File: src/rtl/priority_code_decoder_seq.sv
// Receive end of the 4-line priority encoder link: decodes a 2-bit {W,Y} code into a timed
// one-hot pulse on A..D, followed by a mandatory idle gap, with a one-entry holding register.
module priority_code_decoder_seq #(
    parameter int unsigned PULSE_LEN = 4,
    parameter int unsigned GAP_LEN   = 1,
    parameter int unsigned CNT_W     = 8
) (
    input  logic clk,
    input  logic rst_n,
    input  logic W,
    input  logic Y,
    input  logic in_valid,
    output logic in_ready,
    output logic A,
    output logic B,
    output logic C,
    output logic D,
    output logic busy,
    output logic done
);

    typedef enum logic [1:0] {
        S_IDLE,
        S_PULSE,
        S_GAP
    } state_t;

    state_t           r_state, w_state_nxt;
    logic [CNT_W-1:0] r_cnt, w_cnt_nxt;
    logic [3:0]       r_lines, w_lines_nxt;
    logic             r_busy, r_done, w_done_nxt;
    logic             r_hold_valid;
    logic [1:0]       r_hold_code;
    logic             w_take;

    assign in_ready = ~r_hold_valid;

    always_ff @(posedge clk or negedge rst_n) begin
        if (!rst_n) begin
            r_hold_valid <= 1'b0;
            r_hold_code  <= '0;
        end else if (w_take) begin
            r_hold_valid <= 1'b0;
        end else if (in_valid && !r_hold_valid) begin
            r_hold_valid <= 1'b1;
            r_hold_code  <= {W, Y};
        end
    end

    always_comb begin
        w_state_nxt = r_state;
        w_cnt_nxt   = r_cnt;
        w_lines_nxt = r_lines;
        w_take      = 1'b0;
        case (r_state)
            S_IDLE: begin
                if (r_hold_valid) begin
                    w_state_nxt = S_PULSE;
                    // code 11 lands on bit 3 (A) down to code 00 on bit 0 (D)
                    w_lines_nxt = 4'b0001 << r_hold_code;
                    w_cnt_nxt   = CNT_W'(PULSE_LEN - 1);
                    w_take      = 1'b1;
                end
            end
            S_PULSE: begin
                if (r_cnt != '0) begin
                    w_cnt_nxt = r_cnt - 1'b1;
                end else begin
                    w_state_nxt = S_GAP;
                    w_lines_nxt = '0;
                    w_cnt_nxt   = CNT_W'(GAP_LEN - 1);
                end
            end
            S_GAP: begin
                if (r_cnt != '0) begin
                    w_cnt_nxt = r_cnt - 1'b1;
                end else begin
                    w_state_nxt = S_IDLE;
                end
            end
            default: begin
                w_state_nxt = S_IDLE;
                w_lines_nxt = '0;
                w_cnt_nxt   = '0;
            end
        endcase
        // done is registered, so it is predicted from the state entering the final PULSE cycle
        w_done_nxt = (w_state_nxt == S_PULSE) && (w_cnt_nxt == '0);
    end

    always_ff @(posedge clk or negedge rst_n) begin
        if (!rst_n) begin
            r_state <= S_IDLE;
            r_cnt   <= '0;
            r_lines <= '0;
            r_busy  <= 1'b0;
            r_done  <= 1'b0;
        end else begin
            r_state <= w_state_nxt;
            r_cnt   <= w_cnt_nxt;
            r_lines <= w_lines_nxt;
            r_busy  <= (w_state_nxt != S_IDLE);
            r_done  <= w_done_nxt;
        end
    end

    assign A    = r_lines[3];
    assign B    = r_lines[2];
    assign C    = r_lines[1];
    assign D    = r_lines[0];
    assign busy = r_busy;
    assign done = r_done;

endmodule

File: config.mk
export PLATFORM = sky130hd
export DESIGN_NAME = priority_code_decoder_seq
export DESIGN_NICKNAME = d
export VERILOG_FILES = /design/src/rtl/priority_code_decoder_seq.sv
export SDC_FILE = /design/constraint.sdc
export NUM_CORES = 1
export LEC_CHECK = 0
export ABC_AREA = 1
export BUFFER_PORTS_ARGS = -buffer_cell sky130_fd_sc_hd__buf_2
export CORE_ASPECT_RATIO = 0.6
export CORE_MARGIN = 10
export CORE_UTILIZATION = 50
export CTS_BUF_LIST = sky130_fd_sc_hd__clkbuf_4 sky130_fd_sc_hd__clkbuf_8 sky130_fd_sc_hd__clkbuf_16
export DETAILED_ROUTE_END_ITERATION = 8
export PLACE_DENSITY = 0.7
export SYNTH_ARGS = -nofsm -noshare
export SYNTH_HDL_FRONTEND = slang
export SYNTH_SLANG_ARGS = --single-unit
export TNS_END_PERCENT = 50
File: constraint.sdc
create_clock -name clk -period 4.7 [get_ports clk]
set_clock_uncertainty 0.15 [all_clocks]
set_input_delay 0.705 -clock clk [delete_from_list [all_inputs] [get_ports clk]]
set_output_delay 0.705 -clock clk [all_outputs]
set_load 0.05 [all_outputs]
* Yosys cells after proc, flatten, opt, wreduce, memory -nomap -nowiden *
Cells that the tools add are included.
Widths: inputs -> output; s select.

operators by class
  bitwise operators = 3
  reduce and logical (&&, ||, !) cells = 10
  muxes and demuxes = 15
  div/mod/pow operators = 0
  equal/unequal tests = 5
  multipliers = 0
  magnitude comparators = 0
  $add $sub $neg = 1
  shifts and indexed selects = 1

operators with widths
  cell                 count
  $mux 8               3
  $pmux 8 s3           1
  $pmux 4 s3           1
  $logic_not 8->1      1
  $mux 4               2
  $reduce_bool 8->1    1
  $sub 8x1->8 const B  1
  $mux 2               3
  $pmux 2 s3           1
  $eq 2x1->1 const B   2
  $mux 1               4
  $ne 2x2->1 const B   2
  $reduce_bool 2->1    2
  $shl 1x2->4 const A  1
  $not 1->1            3
  $reduce_and 3->1     1
  $eq 2x2->1 const B   1
  $logic_and 1x1->1    2
  $logic_not 2->1      1
  $reduce_and 2->1     1
  $logic_not 1->1      1

storage, ports and cells
  input port bits = 5
  flip-flop bits (word level) = 19
  bits in latches = 0
  logic and storage cells = 42
  output and inout bits = 7
  memories kept = 0
  ROM bits = 0
  RAM bits = 0

* Depth between registers and ports, before layout *
  depth after elaboration = 5
  mapped depth = 13
  gate-level depth less buffers = 13

* Worst setup path before layout *
OpenSTA, ideal clock, no wires.

  path type = register -> register
  start point = register r_cnt[0]
  end point = register r_done (netlist: done)
  setup time = 0.071 ns
  period minus slack after synthesis = 1.908 ns
  required time = 4.479 ns
  cell stages (with the launch flop) = 13
  arrival time = 1.687 ns
  buffers on the path = 0
  setup slack = 2.792 ns
  cells stage by stage = dfrtp_1 -> inv_1 -> ha_1 -> nand2_2 -> inv_2 -> nand2_4 -> ha_1 -> o21ai_0 -> nor2_1 -> nand2_1 -> nor2_1 -> nand3_1 -> nor2_1

on the way
  word-level cells in the longest chain between the ends = 5
  elaborated cells between the ends (all ways) = 12
  those cells by class = 1 x add/sub; 1 x eq/ne; 7 x mux; 3 x reduce/logical

ends and longest elaborated chain
  item                                                     RTL line  RTL
  start: declaration                                       29        logic [CNT_W-1:0] r_cnt, w_cnt_nxt;
  start signal: assignment                                 100       r_cnt <= w_cnt_nxt;
  $sub 8x1->8 / $reduce_bool 8->1 (equally long branches)  --
  $mux 8, or another cell as far along                     75        if (r_cnt != '0) begin
  $pmux 8 s3 / $pmux 2 s3 (equally long branches)          55        case (r_state)
  $logic_not 8->1 / $eq 2x1->1 (equally long branches)     88        w_done_nxt = (w_state_nxt == S_PULSE) && (w_cnt_nxt == '0);
  $logic_and 1x1->1 *                                      88
  via w_done_nxt                                           31        logic r_busy, r_done, w_done_nxt;
  end signal: assignment                                   103       r_done <= w_done_nxt;
  end: declaration                                         31

The timed path passes the listed nets; every way through them passes the cells marked *.
A chain may end at the register's enable or synchronous reset.

* Final worst setup path *
Same ends and word-level chain as after synthesis.

==> flow_summary.toml <==
[detailed_routing]
route.vias.total = 917
post-route-drc-count = 0
dr.first_iter.drc_count = 105
antenna_violating_nets_post_route = 0
totalWireLength_mm = 2.31
firstDrtPassIters = 4
detail_route.wl_per_cell_um = 12.4
viasPerCell = 4.93

[outcome]
status = "finished, final reports clean"

[yosys]
share_of_synthesized_area_spent_on_multiplexers = 0
synth.avg_cell_area_um2 = 7.65
postSynthRegisterBits = 19
netlist_instances = 143
seq_area_frac_synth = 0.435
yosys_warnings = 0
main_combinational_cell_family_by_area_after_synthesis = "simple AND/OR/NAND/NOR gates"
synth_cell_types = 17
yosys.area_share.simple = 0.404
synth.cell_area_um2 = 1090
synth-xor-area-share = 0.00801
post_synth_fa_ha_maj_area_fraction = 0.0229
synthesis.nets = 150
synth_compound_gate_area_share = 0.0549

[floorplan]
die_width_um = 80.4
top_level_ports = 12
floorplan.core_area_um2 = 1950
die_area_um2 = 4520
die_y_um = 56.2
start_util = 0.560
core.rowCount = 12

[placement]
post-dp-hpwl_mm = 1.91
port-buffer-count = 11
placed_cell_area_um2 = 1180
place_congestion = 0.862

[clock_tree]
inserted_clock_buffers = 3
postCtsSetupBuffers = 0
clk-insertion-delay-late_ns = 0.30
hold_buffer_count_at_cts = 0
cts_tree = "yes"
clock_slew_seen_by_the_registers_of_the_worst_setup_and_hold_paths_ns = 0.11
cts_htree_levels = 1
cts.repair.resized = 0
ctsLongestPathBuffers = 2
clock-sinks = 19
clock-root-buffer = "sky130_fd_sc_hd__clkbuf_4"

[layout]
fin_nets = 166
areaGrowthSynthToFinish_pct = 11.0
finish.instance_area_um2 = 1210
antennaDiodeCount = 0
final_layout_size_suffix_gt1_frac = 0.196

[sta]
tightestPinTransition_ns = 0.402
final_period_minus_worst_setup_slack_ns = 2.16
post-route-period-util = 0.460
rsz0062_at_grt = "no"
timing.max_slew.rel_slack = 0.732
hold_viol_final = 0
final_max_slew_violation_count = 0
timing.setup.tns_ns = 0
report.final.setup_viol = 0
max_freq_ghz = 0.462

[global_route]
grt_max_degree = 20
first_global_vias = 814
grt_overflow = 0
number_of_antenna_violations_at_the_first_check_in_global_routing = 0
grt_use_met2 = 0.135
wire_length_of_the_first_global_routing_pass_mm = 3.89
grtUsageMet1 = 0.170
grt-busiest-layer = "met1"
grt_use_met3 = 0.0386
globalRouteTotalUtil = 0.110

[setup_path]
setup.worst_path.class = "flip-flop to flip-flop"
worst_ep_required_time_ns = 4.79
start_kind = "flip-flop"
highest_net_fanout_along_the_worst_path = 7
setup.reg_to_reg.worst_slack_ns = 2.54
critPathArrivalTime_ns = 2.26
critPathCaptureType = "flip-flop"

[run]
maxCapViolCount = 0

[worst_hold_path]
min_path_type = "primary input to async pin"
[area by class of cell]
cell class / count / area, µm²
Clock buffer: 3 / 22.5
Inverter: 22 / 82.6
Fill cell: 182 / 738
Timing Repair Buffer: 11 / 55.1
Tap cell: 28 / 35.0
Sequential cell: 19 / 475
Clock inverter: 1 / 7.51
Multi-Input combinational cell: 102 / 536
[layout by cell type (no fill, tap or decap), types with 2 or more instances in the layout]
master	n
sky130_fd_sc_hd__nand2_2	3
sky130_fd_sc_hd__nor2_1	22
sky130_fd_sc_hd__nand4_1	3
sky130_fd_sc_hd__buf_2	11
sky130_fd_sc_hd__nand2_4	3
sky130_fd_sc_hd__ha_1	2
sky130_fd_sc_hd__inv_1	19
sky130_fd_sc_hd__dfrtp_1	19
sky130_fd_sc_hd__a21oi_1	6
sky130_fd_sc_hd__nand3_1	15
sky130_fd_sc_hd__o21ai_0	6
sky130_fd_sc_hd__nor2_4	5
sky130_fd_sc_hd__nand2_1	33
sky130_fd_sc_hd__clkbuf_4	3
sky130_fd_sc_hd__inv_2	3
[synthesized netlist by cell type]
| cell | count | area share |
|---|---|---|
| sky130_fd_sc_hd__a21oi_1 | 6 | 0.027 |
| sky130_fd_sc_hd__dfrtp_1 | 19 | 0.43 |
| sky130_fd_sc_hd__ha_1 | 2 | 0.023 |
| sky130_fd_sc_hd__inv_1 | 19 | 0.065 |
| sky130_fd_sc_hd__inv_2 | 3 | 0.010 |
| sky130_fd_sc_hd__nand2_1 | 33 | 0.11 |
| sky130_fd_sc_hd__nand2_2 | 3 | 0.017 |
| sky130_fd_sc_hd__nand2_4 | 3 | 0.031 |
| sky130_fd_sc_hd__nand3_1 | 15 | 0.069 |
| sky130_fd_sc_hd__nand4_1 | 3 | 0.017 |
| sky130_fd_sc_hd__nor2_1 | 22 | 0.076 |
| sky130_fd_sc_hd__nor2_2 | 1 | 0.0057 |
| sky130_fd_sc_hd__nor2_4 | 5 | 0.051 |
| sky130_fd_sc_hd__nor2_8 | 1 | 0.018 |
| sky130_fd_sc_hd__o21ai_0 | 6 | 0.027 |
| sky130_fd_sc_hd__or2_1 | 1 | 0.0057 |
| sky130_fd_sc_hd__xor2_1 | 1 | 0.0080 |
[registers in the layout (all words and copies together), names as in the netlist]
signal        cells
busy              1
r_hold_valid      1
r_lines           4
r_cnt             8
r_state           2
done              1
r_hold_code       2
[worst max-delay path: stages, from the launching register on]
cell	delay (ns)
sky130_fd_sc_hd__dfrtp_1	0.38
sky130_fd_sc_hd__inv_1	0.17
sky130_fd_sc_hd__ha_1	0.32
sky130_fd_sc_hd__nand2_2	0.10
sky130_fd_sc_hd__inv_2	0.07
sky130_fd_sc_hd__nand2_4	0.08
sky130_fd_sc_hd__ha_1	0.28
sky130_fd_sc_hd__o21ai_0	0.09
sky130_fd_sc_hd__nor2_1	0.15
sky130_fd_sc_hd__nand2_1	0.08
sky130_fd_sc_hd__nor2_1	0.09
sky130_fd_sc_hd__nand3_1	0.08
sky130_fd_sc_hd__nor2_1	0.09
[per-stage QoR]
| stage | setup WS (ns) | utilization | hold slack (ns) | cells |
|---|---|---|---|---|
| 6_report | 2.54 | 0.622 | 0.159 | 186 |
| 3_3_place_gp | 2.67 | 0.606 | 0.343 | 182 |
| 4_1_cts | 2.56 | 0.622 | 0.169 | 186 |
| 3_5_place_dp | 2.59 | 0.606 | 0.344 | 182 |
| 5_1_grt | 2.39 | 0.622 | 0.182 | 186 |
| 2_1_floorplan | 2.79 | - | 0.259 | 143 |
[metal layers]
metal  vias to the layer above  wire length, µm
met5                         -                0
met4                         0               12
met3                         2              228
met2                        29              898
met1                       408             1180
li1                        478                -
[final timing paths]
kind                                         from                         end  cells after the start
min in group clk           r_lines[2]$_DFFE_PN0P_      r_lines[2]$_DFFE_PN0P_                      2
setup / recovery               r_cnt[0]$_DFF_PN0_              done$_DFF_PN0_                     12
hold reg to reg            r_lines[2]$_DFFE_PN0P_      r_lines[2]$_DFFE_PN0P_                      2
setup reg to reg               r_cnt[0]$_DFF_PN0_              done$_DFF_PN0_                     12
max in group asynchronous                   rst_n        r_state[1]$_DFF_PN0_                      1
hold / removal                              rst_n  r_hold_code[0]$_DFFE_PN0P_                      1
[kinds of logic (layout without fill, tap and decap cells)]
family | Yosys count | after routing
AND/OR/NAND/NOR | 87 | 87
AO/OA/AOI/OAI | 12 | 12
buffers and inverters | 22 | 37
flip-flops | 19 | 19
adder cells (fa/ha/maj) | 2 | 2
XOR/XNOR | 1 | 1
Power is not shown: default switching activity piles up to over one toggle a cycle in this logic, so the estimate is an artifact.
